**src/rtl/matmul_controller.sv**
```systemverilog
// Job sequencer for a systolic matmul array frame.
// Walks each job through CLEAR -> RUN -> DRAIN -> DONE, guards RUN with a
// watchdog that parks the block in ERR, and counts completed jobs.
// Every output is a flop, loaded from the next-state view of the FSM so
// that the outputs always describe the state the FSM is currently in.
module matmul_controller #(
    parameter int  MATRIX_SIZE    = 2,
    parameter int  TIMEOUT_CYCLES = 64,
    localparam int AW             = ($clog2(MATRIX_SIZE) < 1) ? 1 : $clog2(MATRIX_SIZE)
) (
    input  logic          clk,
    input  logic          reset,
    input  logic          start,
    input  logic          abort,
    input  logic          array_finished,
    output logic          array_clear,
    output logic          array_enable,
    output logic [AW-1:0] feed_addr,
    output logic          feed_valid,
    output logic          result_valid,
    output logic [AW-1:0] result_row,
    output logic          busy,
    output logic          done,
    output logic          error,
    output logic [15:0]   jobs_done
);

    typedef enum logic [2:0] {IDLE, CLEAR, RUN, DRAIN, DONE, ERR} state_t;

    localparam logic [15:0]   WD_LAST  = 16'(TIMEOUT_CYCLES - 1);
    localparam logic [15:0]   FEED_N   = 16'(MATRIX_SIZE);
    localparam logic [AW-1:0] ROW_LAST = AW'(MATRIX_SIZE - 1);

    state_t        state, state_nx;
    logic [15:0]   wdog, wdog_nx;          // index of the current RUN cycle
    logic [AW-1:0] drain_cnt, drain_nx;    // index of the current DRAIN cycle
    logic          clear_nx, enable_nx, fv_nx, rv_nx, busy_nx, done_nx, err_nx;
    logic [AW-1:0] fa_nx;

    // State register.
    always_ff @(posedge clk or posedge reset) begin
        if (reset) state <= IDLE;
        else       state <= state_nx;
    end

    // Next state (abort outranks everything) and next values of all outputs.
    always_comb begin
        state_nx = state;
        case (state)
            IDLE:    if (start && !abort) state_nx = CLEAR;
            CLEAR:   state_nx = abort ? IDLE : RUN;
            RUN: begin
                if (abort)                state_nx = IDLE;
                else if (array_finished)  state_nx = DRAIN;
                else if (wdog == WD_LAST) state_nx = ERR;
            end
            DRAIN: begin
                if (abort)                      state_nx = IDLE;
                else if (drain_cnt == ROW_LAST) state_nx = DONE;
            end
            DONE:    state_nx = IDLE;
            ERR:     if (abort) state_nx = IDLE;
            default: state_nx = IDLE;
        endcase

        // Counters restart at 0 on entry to their state and read 0 elsewhere.
        wdog_nx  = '0;
        drain_nx = '0;
        if (state_nx == RUN && state == RUN)     wdog_nx  = wdog + 16'd1;
        if (state_nx == DRAIN && state == DRAIN) drain_nx = drain_cnt + AW'(1);

        clear_nx  = (state_nx == CLEAR);
        enable_nx = (state_nx == RUN);
        fv_nx     = (state_nx == RUN) && (wdog_nx < FEED_N);
        fa_nx     = '0;
        if (state_nx == RUN) fa_nx = (wdog_nx < FEED_N) ? AW'(wdog_nx) : ROW_LAST;
        rv_nx     = (state_nx == DRAIN);
        busy_nx   = (state_nx != IDLE);
        done_nx   = (state_nx == DONE);
        err_nx    = (state_nx == ERR);
    end

    // Output flops, per-job counters and the completed-job counter.
    always_ff @(posedge clk or posedge reset) begin
        if (reset) begin
            wdog         <= '0;
            drain_cnt    <= '0;
            array_clear  <= 1'b0;
            array_enable <= 1'b0;
            feed_addr    <= '0;
            feed_valid   <= 1'b0;
            result_valid <= 1'b0;
            result_row   <= '0;
            busy         <= 1'b0;
            done         <= 1'b0;
            error        <= 1'b0;
            jobs_done    <= '0;
        end else begin
            wdog         <= wdog_nx;
            drain_cnt    <= drain_nx;
            array_clear  <= clear_nx;
            array_enable <= enable_nx;
            feed_addr    <= fa_nx;
            feed_valid   <= fv_nx;
            result_valid <= rv_nx;
            result_row   <= drain_nx;
            busy         <= busy_nx;
            done         <= done_nx;
            error        <= err_nx;
            // A job counts only when DONE is left without an abort.
            if (state == DONE && !abort) jobs_done <= jobs_done + 16'd1;
        end
    end

endmodule

```
**config.mk**
```make
export PLATFORM = sky130hd
export DESIGN_NAME = matmul_controller
export DESIGN_NICKNAME = d
export VERILOG_FILES = /design/src/rtl/matmul_controller.sv
export SDC_FILE = /design/constraint.sdc
export NUM_CORES = 1
export LEC_CHECK = 0
export ABC_CLOCK_PERIOD_IN_PS = 1800
export BUFFER_PORTS_ARGS = -buffer_cell sky130_fd_sc_hd__buf_2
export CORE_ASPECT_RATIO = 0.6
export CORE_MARGIN = 8
export CORE_UTILIZATION = 51
export DETAILED_ROUTE_END_ITERATION = 6
export GPL_ROUTABILITY_DRIVEN = 0
export GPL_TIMING_DRIVEN = 1
export PLACE_DENSITY = 0.75
export SLEW_MARGIN = 10
export SYNTH_ARGS = -nofsm -noshare
export SYNTH_HDL_FRONTEND = slang
export SYNTH_SLANG_ARGS = --single-unit
export TNS_END_PERCENT = 20
```
**constraint.sdc**
```tcl
create_clock -name clk -period 1.8 [get_ports clk]
set_clock_uncertainty 0.05 [all_clocks]
set_input_delay 0.18 -clock clk [delete_from_list [all_inputs] [get_ports clk]]
set_output_delay 0.18 -clock clk [all_outputs]
set_load 0.005 [all_outputs]
```
==> results of run 1 <==
-- cell usage after synthesis (2+ instances only) --
| library cell | count |
|---|---|
| nor2b_1 | 3 |
| ha_1 | 2 |
| and3_1 | 11 |
| a31oi_1 | 2 |
| xnor2_1 | 21 |
| o21ai_0 | 4 |
| nand3_2 | 4 |
| nand4b_1 | 2 |
| nor4bb_1 | 2 |
| nor4_1 | 3 |
| inv_1 | 4 |
| buf_2 | 6 |
| nand2_1 | 16 |
| nand3_1 | 11 |
| and4_1 | 3 |
| xor2_1 | 8 |
| nor2_1 | 29 |
| nor3_1 | 5 |
| buf_6 | 2 |
| nor4b_2 | 2 |
| a21oi_1 | 6 |
| and2_1 | 3 |
| dfrtp_1 | 44 |
| nand4_1 | 5 |
| clkbuf_1 | 3 |
-- area by class of cell --
class                           instances  area share
Clock buffer                            5     0.02293
Clock inverter                          2     0.02001
Sequential cell                        44      0.3677
Timing Repair Buffer                   72      0.1580
Multi-Input combinational cell        159      0.4014
Tap cell                               60     0.02501
Inverter                                4    0.005002
-- where the power goes --
group          leakage [nW]  internal (W)  switching (W)
clock                0.0642      0.000546       0.000329
sequential            0.606       0.00100      0.0000117
combinational         0.782     0.0000501      0.0000716
-- worst register-to-register path: cells and delay by family (launching register included) --
kind                     cells  cell delay, ns
AND/OR/NAND/NOR              2            0.39
adder cells (fa/ha/maj)      1            0.20
AO/OA/AOI/OAI                4            0.68
flip-flops                   1            0.43
-- cells by family (layout without fill, tap and decap cells) --
group / after synthesis / after routing / synth area share
adder cells (fa/ha/maj): 2 / 2 / 0.01109
buffers and inverters: 17 / 83 / 0.04048
flip-flops: 44 / 44 / 0.4881
multiplexers: 1 / 1 / 0.004991
XOR/XNOR: 30 / 30 / 0.1198
AND/OR/NAND/NOR: 107 / 107 / 0.2818
AO/OA/AOI/OAI: 19 / 19 / 0.05381
-- per-stage QoR --
| step | area [um^2] | std cells | hold slack [ns] |
|---|---|---|---|
| 5_1_grt | 3002 | 346 | 0.1195 |
| 3_3_place_gp | 2696 | 335 | 0.1065 |
| 2_1_floorplan | 2260 | 220 | 0.2832 |
| 4_1_cts | 2860 | 343 | 0.1015 |
| 3_5_place_dp | 2696 | 335 | 0.1145 |
| 6_report | 3002 | 346 | 0.1164 |
-- flip-flops by register name, indices dropped and copies added (netlist names) --
register      flops
result_valid      1
array_enable      1
wdog             16
busy              1
error             1
array_clear       1
feed_addr         1
feed_valid        1
drain_cnt         1
jobs_done        16
state             3
done              1
-- per-layer routing --
metal / GRT usage / vias up / routed length (um) / share of wire
li1: - / 896 / - / -
met1: 0.2240 / 920 / 2603 / 0.48
met2: 0.2449 / 39 / 2450 / 0.45
met3: 0.04718 / 12 / 282 / 0.052
met4: 0.05626 / 0 / 108 / 0.020
met5: 0 / - / 0 / 0
-- timing repair --
action	CTS	global route
resized for setup	5	22
buffers inserted	0	3
setup endpoints to repair	3	14
hold endpoints to repair	12	0
pin swaps	3	11
hold buffers	1	0
-- path summary, 6_finish.rpt --
check | from | endpoint | slack (ns) | cells after the start
worst min-delay path | start | array_clear | 0.12 | 2
worst max-delay path | wdog[0] | feed_addr | -0.06 | 7
worst min register to register | jobs_done[11] | jobs_done[11] | 0.44 | 1
max in group asynchronous | reset | wdog[8] | 0.88 | 4
min in group asynchronous | reset | jobs_done[7] | 0.33 | 3
worst max register to register | wdog[0] | feed_addr | -0.06 | 7
==> summary.md, run 1 <==
| Metric | Value |
|---|---|
| Status | `finished with violations` |
| Failing checks | `negative setup slack` |
| DR iter-0 viols | `97` |
| First-pass GRT wire length | `8.756 mm` |
| Initial Util | `0.5385` |
| DRC violations left | `0` |
| Detailed Place HPWL | `3.946 mm` |
| Total die area | `0.006877 mm^2` |
| Wirelength per Cell | `15.74 um` |
| # IOs | `30` |
| Required time of the worst setup path | `1.92 ns` |
| CP bufs+invs | `0` |
| Die Span Y | `slightly below 70 um` |
| Yosys reg bits | `44` |
| Multi-input gate area | `0.001205 mm^2` |
| CP Launch Type | `flop` |
| Clock root cell | `clkbuf_8` |
| Syn Nets | `227` |
| Inserted Clock Buffers | `5` |
| Synthesis-to-finish area growth | `33.06%` |
| Pre-Repair DR Iteration Count | `4` |
| Largest net degree at the start of global routing | `16` |
| I/O Buffers | `29` |
| Worst setup margin | `-0.06482 ns` |
| H-tree depth | `2` |
| Worst relative slew slack | `0.6748` |
| # rows | `18` |
| Via-per-instance ratio | `5.396` |
| Dominant register cell in the synthesized netlist | `dfrtp_1` |
| Total Routing Usage GR | `0.1640` |
| CTS tree | `done` |
| Max VDD drop | `0.4013 mV` |
| CP arrival | `1.99 ns` |
| Ys async rst share | `1.000` |
| Pre-CTS setup slack | `-0.1298 ns` |
| Hold Violations, Final | `0` |
| Max-Cap Viols | `0` |
| Synth Instances | `220` |
| Post-synth EDFFs | `0` |
| Critical Path Fanout Max | `4` |
| Number of global-route vias before repair | `1836` |
| Worst-path clk slew | `0.08 ns` |
| Leading area contributor after synthesis | `dfrtp_1` |
| Commonest cells after routing, fill and taps aside | `dfrtp_1, buf_4, buf_2` |
| Antenna diodes | `0` |
| CTS Buffer Depth | `2` |
| # setup viols final | `2` |
| Synth warn | `0` |
| Crit path max-delay family | `compound AO/OA/AOI/OAI gates` |
| Critical path type | `flop to flop` |
| Tot Pwr | `0.002014 W` |
| Worst hold path type | `primary input to flop` |
| Nets | `293` |
| Final Max Tran Viols | `0` |
| Most common cell after layout, fill and taps aside | `dfrtp_1` |
| RSZ-0062 raised after global routing | `yes` |
| Leakage power figure | `~1.5 nW` |
| Crit-path slowest cell | `dfrtp_1` |
| Post-synth cell types | `44` |
| CP Cell Sequence | `ha_4 > and2_4 > a2111oi_4 > a31oi_1 > a21oi_2 > and3_4 > a41oi_2` |
| Share of cells above drive strength 1 | `0.3881` |
| Sum Neg Setup Slack | `-0.08254 ns` |
| Syn Area/Cell | `10.25 um^2` |
| Storage cell area | `roughly 0.0011 mm^2` |
| Synth area leaders | `dfrtp_1, xnor2_1, nor2_1` |
| Setup crit end kind | `flop` |
| Initial antenna violation count | `0` |
| Vias | `1867` |
| Post-Synthesis Cell Area | `0.002256 mm^2` |
| Layout fillers | `about 310` |
| Worst-margin pin slew | `0.4849 ns` |
| Tcrit/Tclk final | `1.036` |
| Routed Antenna Nets | `0` |
| Die X | `101.9 um` |
| CTS Sinks | `between 40 and 50` |
| Final Critical Period | `between 1.5 and 2 ns` |
| Top-area cell type share of the netlist area | `0.4881` |
| Worst-Skew Late Latency | `0.30 ns` |
| Pwr Density | `between 600 and 700 mW/mm^2` |
| Final wirelength | `5.445 mm` |
| Core area | `0.004189 mm^2` |
| Final Util | `0.7165` |
| GR Overflow Total | `0` |
| Slowest stage delay, CP | `0.43 ns` |
| Maximum clock frequency | `0.5362 GHz` |
| Post-synthesis sequential area ratio | `0.4881` |
(Power assumes the default switching activity.)
==> run 2, diff against run 1 <==
--- a/config.mk
+++ b/config.mk
@@ -8,7 +8,7 @@
 export ABC_CLOCK_PERIOD_IN_PS = 1800
 export BUFFER_PORTS_ARGS = -buffer_cell sky130_fd_sc_hd__buf_2
 export CORE_ASPECT_RATIO = 0.6
-export CORE_MARGIN = 8
+export CORE_MARGIN = 3
 export CORE_UTILIZATION = 51
 export DETAILED_ROUTE_END_ITERATION = 6
 export GPL_ROUTABILITY_DRIVEN = 0
==> run 2 against run 1 <==
Effect of this change: largest cell class unchanged; global-route usage rose by 5.1 points; routed wire length up 3.4%; largest power group unchanged; highest routed layer unchanged; the run still ends with negative setup slack left; core utilization hardly changed; critical path type unchanged.
==> summary.md, run 2 (synthesis results as in run 1) <==
| Metric | Value |
|---|---|
| Comb pwr share | `0.063` |
| Failing checks | `negative setup slack` |
| Pwr Density | `approximately 630 mW/mm^2` |
| # IOs | `30` |
| Nets | `294` |
| R2R Path End | `feed_addr` |
| Initial Util | `0.5385` |
| Pre-Repair DR Iteration Count | `4` |
| Critical Path Fanout Max | `5` |
| CTS Buffer Depth | `2` |
| Worst hold path type | `primary input to flop` |
| CTS Sinks | `44` |
| Clock Power Share | `0.401` |
| Tot Pwr | `0.001895 W` |
| Worst hold slack | `about 0.12 ns` |
| Commonest cells after routing, fill and taps aside | `buf_4, dfrtp_1, buf_2` |
| Hold path depth | `2` |
| Worst r2r path cells | `8` |
| Die X | `91.86 um` |
| CP arrival | `2.01 ns` |
| Routed Antenna Nets | `0` |
| Max-Cap Viols | `0` |
| GR Overflow Total | `0` |
| Synthesis-to-finish area growth | `33.11%` |
| R2R setup slack | `-0.09 ns` |
| Top Registers | `jobs_done x16, wdog x16, state x3` |
| Worst relative slew slack | `0.6336` |
| First-pass GRT wire length | `8.714 mm` |
| Wirelength per Cell | `16.18 um` |
| Hold Violations, Final | `0` |
| NetSw | `0.0004338 W` |
| Core area | `0.004189 mm^2` |
| Maximum clock frequency | `0.5287 GHz` |
| CP Launch Type | `flop` |
| Setup crit end kind | `flop` |
| Number of global-route vias before repair | `1775` |
| Detailed Place HPWL | `3.786 mm` |
| Leakage power figure | `1.419 nW` |
| CP Cell Sequence | `ha_4 > buf_4 > nand2_1 > nor4b_2 > nand3_1 > o31ai_2 > nor2b_1 > a41oi_2` |
| Worst-Skew Late Latency | `0.30 ns` |
| Vias | `1902` |
| Initial antenna violation count | `0` |
| Total Routing Usage GR | `0.2147` |
| Final Critical Period | `approximately 1.9 ns` |
| Inserted Clock Buffers | `5` |
| # setup viols final | `4` |
| Register share of total power | `0.536` |
| Largest net degree at the start of global routing | `45` |
| Pre-CTS setup slack | `-0.1140 ns` |
| Reg-to-Reg Start | `wdog[1]` |
| Crit path max-delay family | `simple AND/OR/NAND/NOR gates` |
| Required time of the worst setup path | `around 1.9 ns` |
| Hold_sp | `start` |
| Slowest stage delay, CP | `just over 0.4 ns` |
| Status | `finished with violations` |
| Worst-path clk slew | `0.08 ns` |
| Final wirelength | `5.630 mm` |
| CP bufs+invs | `1` |
| Switching Share | `0.2289` |
| RSZ-0062 raised after global routing | `yes` |
| Share of cells above drive strength 1 | `0.3993` |
| Multi-input gate area | `about 0.0012 mm^2` |
| DRC violations left | `0` |
| Die Span Y | `57.52 um` |
| CTS tree | `done` |
| DR iter-0 viols | `107` |
| Max VDD drop | `0.5293 mV` |
| Crit-path slowest cell | `dfrtp_1` |
| Final Max Tran Viols | `0` |
| Int Pwr | `around 0.0015 W` |
| Most common cell after layout, fill and taps aside | `buf_4` |
| H-tree depth | `2` |
| I/O Buffers | `29` |
| # rows | `18` |
| Antenna diodes | `0` |
| Worst setup margin | `-0.09161 ns` |
| Hold Crit Endpoint | `array_clear` |
| Storage cell area | `roughly 0.0011 mm^2` |
| Clock root cell | `clkbuf_8` |
| Total die area | `approximately 0.0053 mm^2` |
| Worst-margin pin slew | `between 0.5 and 0.6 ns` |
| Critical path type | `flop to flop` |
| Layout fillers | `297` |
| Via-per-instance ratio | `5.466` |
| Tcrit/Tclk final | `1.051` |
==> run 2: metrics by stage <==
step	cell area (um^2)	cells	utilization	TNS (ns)
after detailed placement	2681	333	0.6401	-0.1573
after global routing	3003	348	0.7168	-0.4773
final	3003	348	0.7168	-0.1669
after floorplan	2260	220	-	-0.02320
after global placement	2681	333	0.6401	-0.009967
after CTS	2873	344	0.6858	-0.01704
==> run 2: power groups by stage <==
stage               registers [W]  clock network, W  logic (W)
floorplan                 0.00103                 0  0.0000708
global placement          0.00103                 0   0.000107
detailed placement        0.00103                 0   0.000109
CTS                       0.00102          0.000764   0.000112
global route              0.00102          0.000809   0.000132
finish                    0.00102          0.000761   0.000119
==> run 2: how the worst max path moves through the flow <==
stage	from	endpoint	slack, ns	cells past startpoint
finish	wdog[1]	feed_addr	-0.09	8
global route	wdog[1]	feed_addr	-0.19	8
CTS	wdog[8]	feed_addr	-0.02	6
detailed placement	wdog[1]	feed_addr	-0.11	7
global placement	wdog[0]	feed_addr	-0.01	7
floorplan	state[0]	jobs_done[15]	-0.02	7
==> run 2: metal layers <==
layer | track usage | routed length, um | vias up
met1 | 0.3165 | 2624 | 936
met5 | 0 | 0 | -
met2 | 0.3019 | 2614 | 60
met3 | 0.05138 | 274 | 13
li1 | - | - | 893
met4 | 0.09302 | 117 | 0
==> run 2: timing repair <==
| action | 4_1_cts | 5_1_grt |
|---|---|---|
| resized for setup | 10 | 21 |
| pin swaps | 4 | 14 |
| hold buffers | 1 | 0 |
| endpoints found under the setup margin | 3 | 18 |
| setup buffers | 2 | 4 |
| endpoints found under the hold margin | 44 | 0 |
==> run 2: worst reg2reg max path: cells and delay by family (launching register included) <==
kind,cells,cell delay [ns]
and+or+nand+nor,4,0.77
buffers and inverters,1,0.10
adders and majority gates,1,0.18
AOI/OAI and AO/OA,2,0.24
DFF,1,0.41
==> run 2: layout make-up <==
cell class,count,area share
inverters,4,0.005000
clock inverters,2,0.01167
well taps,60,0.02500
multi-input cells,159,0.4063
flip-flops and latches,44,0.3687
repair buffers,73,0.1592
clock buffers,6,0.02417
==> run 3, diff against run 2 <==
--- a/config.mk
+++ b/config.mk
@@ -5,7 +5,7 @@
 export SDC_FILE = /design/constraint.sdc
 export NUM_CORES = 1
 export LEC_CHECK = 0
-export ABC_CLOCK_PERIOD_IN_PS = 1800
+export ABC_CLOCK_PERIOD_IN_PS = 1700
 export BUFFER_PORTS_ARGS = -buffer_cell sky130_fd_sc_hd__buf_2
 export CORE_ASPECT_RATIO = 0.6
 export CORE_MARGIN = 3
@@ -14,6 +14,7 @@
 export GPL_ROUTABILITY_DRIVEN = 0
 export GPL_TIMING_DRIVEN = 1
 export PLACE_DENSITY = 0.75
+export SETUP_SLACK_MARGIN = 0.5
 export SLEW_MARGIN = 10
 export SYNTH_ARGS = -nofsm -noshare
 export SYNTH_HDL_FRONTEND = slang
==> constraint.sdc (replaced) <==
create_clock -name clk -period 1.7 [get_ports clk]
set_clock_uncertainty 0.05 [all_clocks]
set_input_delay 0.17 -clock clk [delete_from_list [all_inputs] [get_ports clk]]
set_output_delay 0.17 -clock clk [all_outputs]
set_load 0.005 [all_outputs]
==> run 3 against run 2 <==
Effect of this change: the run still ends with negative setup slack left; core utilization up 3.7 points; clock-buffer cell count unchanged; setup slack worse by 0.022 ns; die area unchanged; sequential share of layout area down 1.7 points; via count down 0.21%; cell count up 3.4%; largest power group unchanged.
==> summary.md, run 3 (synthesis results as in run 1) <==
| Metric | Value |
|---|---|
| GR Overflow Total | `0` |
| Largest net degree at the start of global routing | `32` |
| Most common cell after layout, fill and taps aside | `buf_4` |
| Vias | `roughly 1900` |
| DRC violations left | `0` |
| Clock root cell | `clkbuf_8` |
| Final wirelength | `5.636 mm` |
| Die X | `~92 um` |
| Total Routing Usage GR | `0.2081` |
| Maximum clock frequency | `~0.55 GHz` |
| Leakage power figure | `1.528 nW` |
| Via-per-instance ratio | `between 5 and 6` |
| Worst-margin pin slew | `0.5784 ns` |
| H-tree depth | `2` |
| CTS tree | `done` |
| # setup viols final | `19` |
| Final Max Tran Viols | `0` |
| Worst relative slew slack | `0.6120` |
| Pwr Density | `637.8 mW/mm^2` |
| Nets | `306` |
| Top Registers | `jobs_done x16, wdog x16, state x3` |
| Routed Antenna Nets | `0` |
| Worst-Skew Late Latency | `about 0.3 ns` |
| Worst setup margin | `-0.1137 ns` |
| Status | `finished with violations` |
| Total die area | `0.005283 mm^2` |
| Sum Neg Setup Slack | `-0.5768 ns` |
| # IOs | `30` |
| CTS Buffer Depth | `2` |
| Commonest cells after routing, fill and taps aside | `buf_4, dfrtp_1, buf_2` |
| Final Util | `0.7536` |
| Max-Cap Viols | `0` |
| Critical Path Fanout Max | `5` |
| Crit-path slowest cell | `dfrtp_1` |
| Critical path type | `flop to flop` |
| Wirelength per Cell | `15.66 um` |
| Pre-Repair DR Iteration Count | `4` |
| CP Launch Type | `flop` |
| Number of global-route vias before repair | `about 1800` |
| First-pass GRT wire length | `8.631 mm` |
| Initial antenna violation count | `0` |
| Tcrit/Tclk final | `1.067` |
| I/O Buffers | `29` |
| Worst hold path type | `primary input to flop` |
| Core area | `0.004189 mm^2` |
| Layout fillers | `290` |
| Slowest stage delay, CP | `about 0.42 ns` |
| Multi-input gate area | `0.001240 mm^2` |
| Detailed Place HPWL | `4.008 mm` |
| Hold Violations, Final | `0` |
| # rows | `18` |
| Storage cell area | `0.001110 mm^2` |
| Setup crit end kind | `flop` |
| Inserted Clock Buffers | `5` |
| CP arrival | `approximately 1.9 ns` |
| Failing checks | `negative setup slack` |
| Die Span Y | `57.52 um` |
| Required time of the worst setup path | `approximately 1.8 ns` |
| CP Cell Sequence | `ha_4 > nand2_1 > nor4b_4 > nand3_1 > o31ai_2 > nor2b_1 > a41oi_2` |
| Worst-path clk slew | `0.08 ns` |
| Final Critical Period | `1.814 ns` |
| DR iter-0 viols | `141` |
| Max VDD drop | `0.4572 mV` |
| RSZ-0062 raised after global routing | `yes` |
| CTS Sinks | `44` |
| Synthesis-to-finish area growth | `39.93%` |
| Initial Util | `0.5385` |
| Share of cells above drive strength 1 | `0.4400` |
| Antenna diodes | `0` |
-- run 3: cell count changes in the layout (fill, tap and decap cells not counted), sizes merged --
cell / previous run / this run
buf: 72 / 84
-- run 3: routing by layer --
layer	vias to the layer above	wire length, um	track usage	share of wire
met3	4	359	0.07246	0.064
met1	918	2766	0.3198	0.49
met5	-	0	0	0
li1	919	-	-	-
met4	0	29	0.03171	0.0051
met2	57	2481	0.2873	0.44
-- run 3: worst max-delay path: cells and delay by family, from the launching register on --
family                   cells  cell delay [ns]
AO/OA/AOI/OAI                2             0.23
adder cells (fa/ha/maj)      1             0.18
flip-flops                   1             0.42
AND/OR/NAND/NOR              4             0.80
-- run 3: final timing paths --
path,from,end,slack [ns],cells after the start
setup / recovery,wdog[1],feed_addr,-0.11,7
hold / removal,start,array_clear,0.12,2
setup reg to reg,wdog[1],feed_addr,-0.11,7
hold reg to reg,jobs_done[7],jobs_done[7],0.45,1
max in group asynchronous,reset,wdog[4],0.74,4
min in group asynchronous,reset,wdog[5],0.35,3
-- run 3: where the power goes --
part	switching, W	leakage, nW	internal [W]
Clock	0.000363	0.0552	0.000436
Sequential	0.0000134	0.597	0.00106
Combinational	0.0000808	0.876	0.0000559
-- run 3: through the flow --
step | power, W | setup WS, ns | hold slack, ns | cell area [um^2] | instances
after global placement | 0.001219 | -0.08117 | 0.1228 | 2806 | 346
after CTS | 0.002024 | -0.1086 | 0.1015 | 2992 | 356
after floorplan | 0.001171 | -0.1232 | 0.2732 | 2281 | 220
after detailed placement | 0.001222 | -0.1427 | 0.1321 | 2806 | 346
final | 0.002014 | -0.1137 | 0.1171 | 3157 | 360
after global routing | 0.002099 | -0.2290 | 0.09944 | 3157 | 360
-- run 3: area by class of cell --
cell class	instances	share of cell area
multi-input combinational	159	0.3928
sequential	44	0.3516
timing repair buffer	85	0.1930
tap	60	0.02378
clock buffer	6	0.02299
clock inverter	2	0.01110
inverter	4	0.004756
-- run 3: repair_timing --
action                                 CTS  global route
buffers inserted                         1             4
gates resized for setup                 11            33
pin swaps                               22            24
setup endpoints to repair               39            41
endpoints found under the hold margin   13             0
hold buffers                             1             0
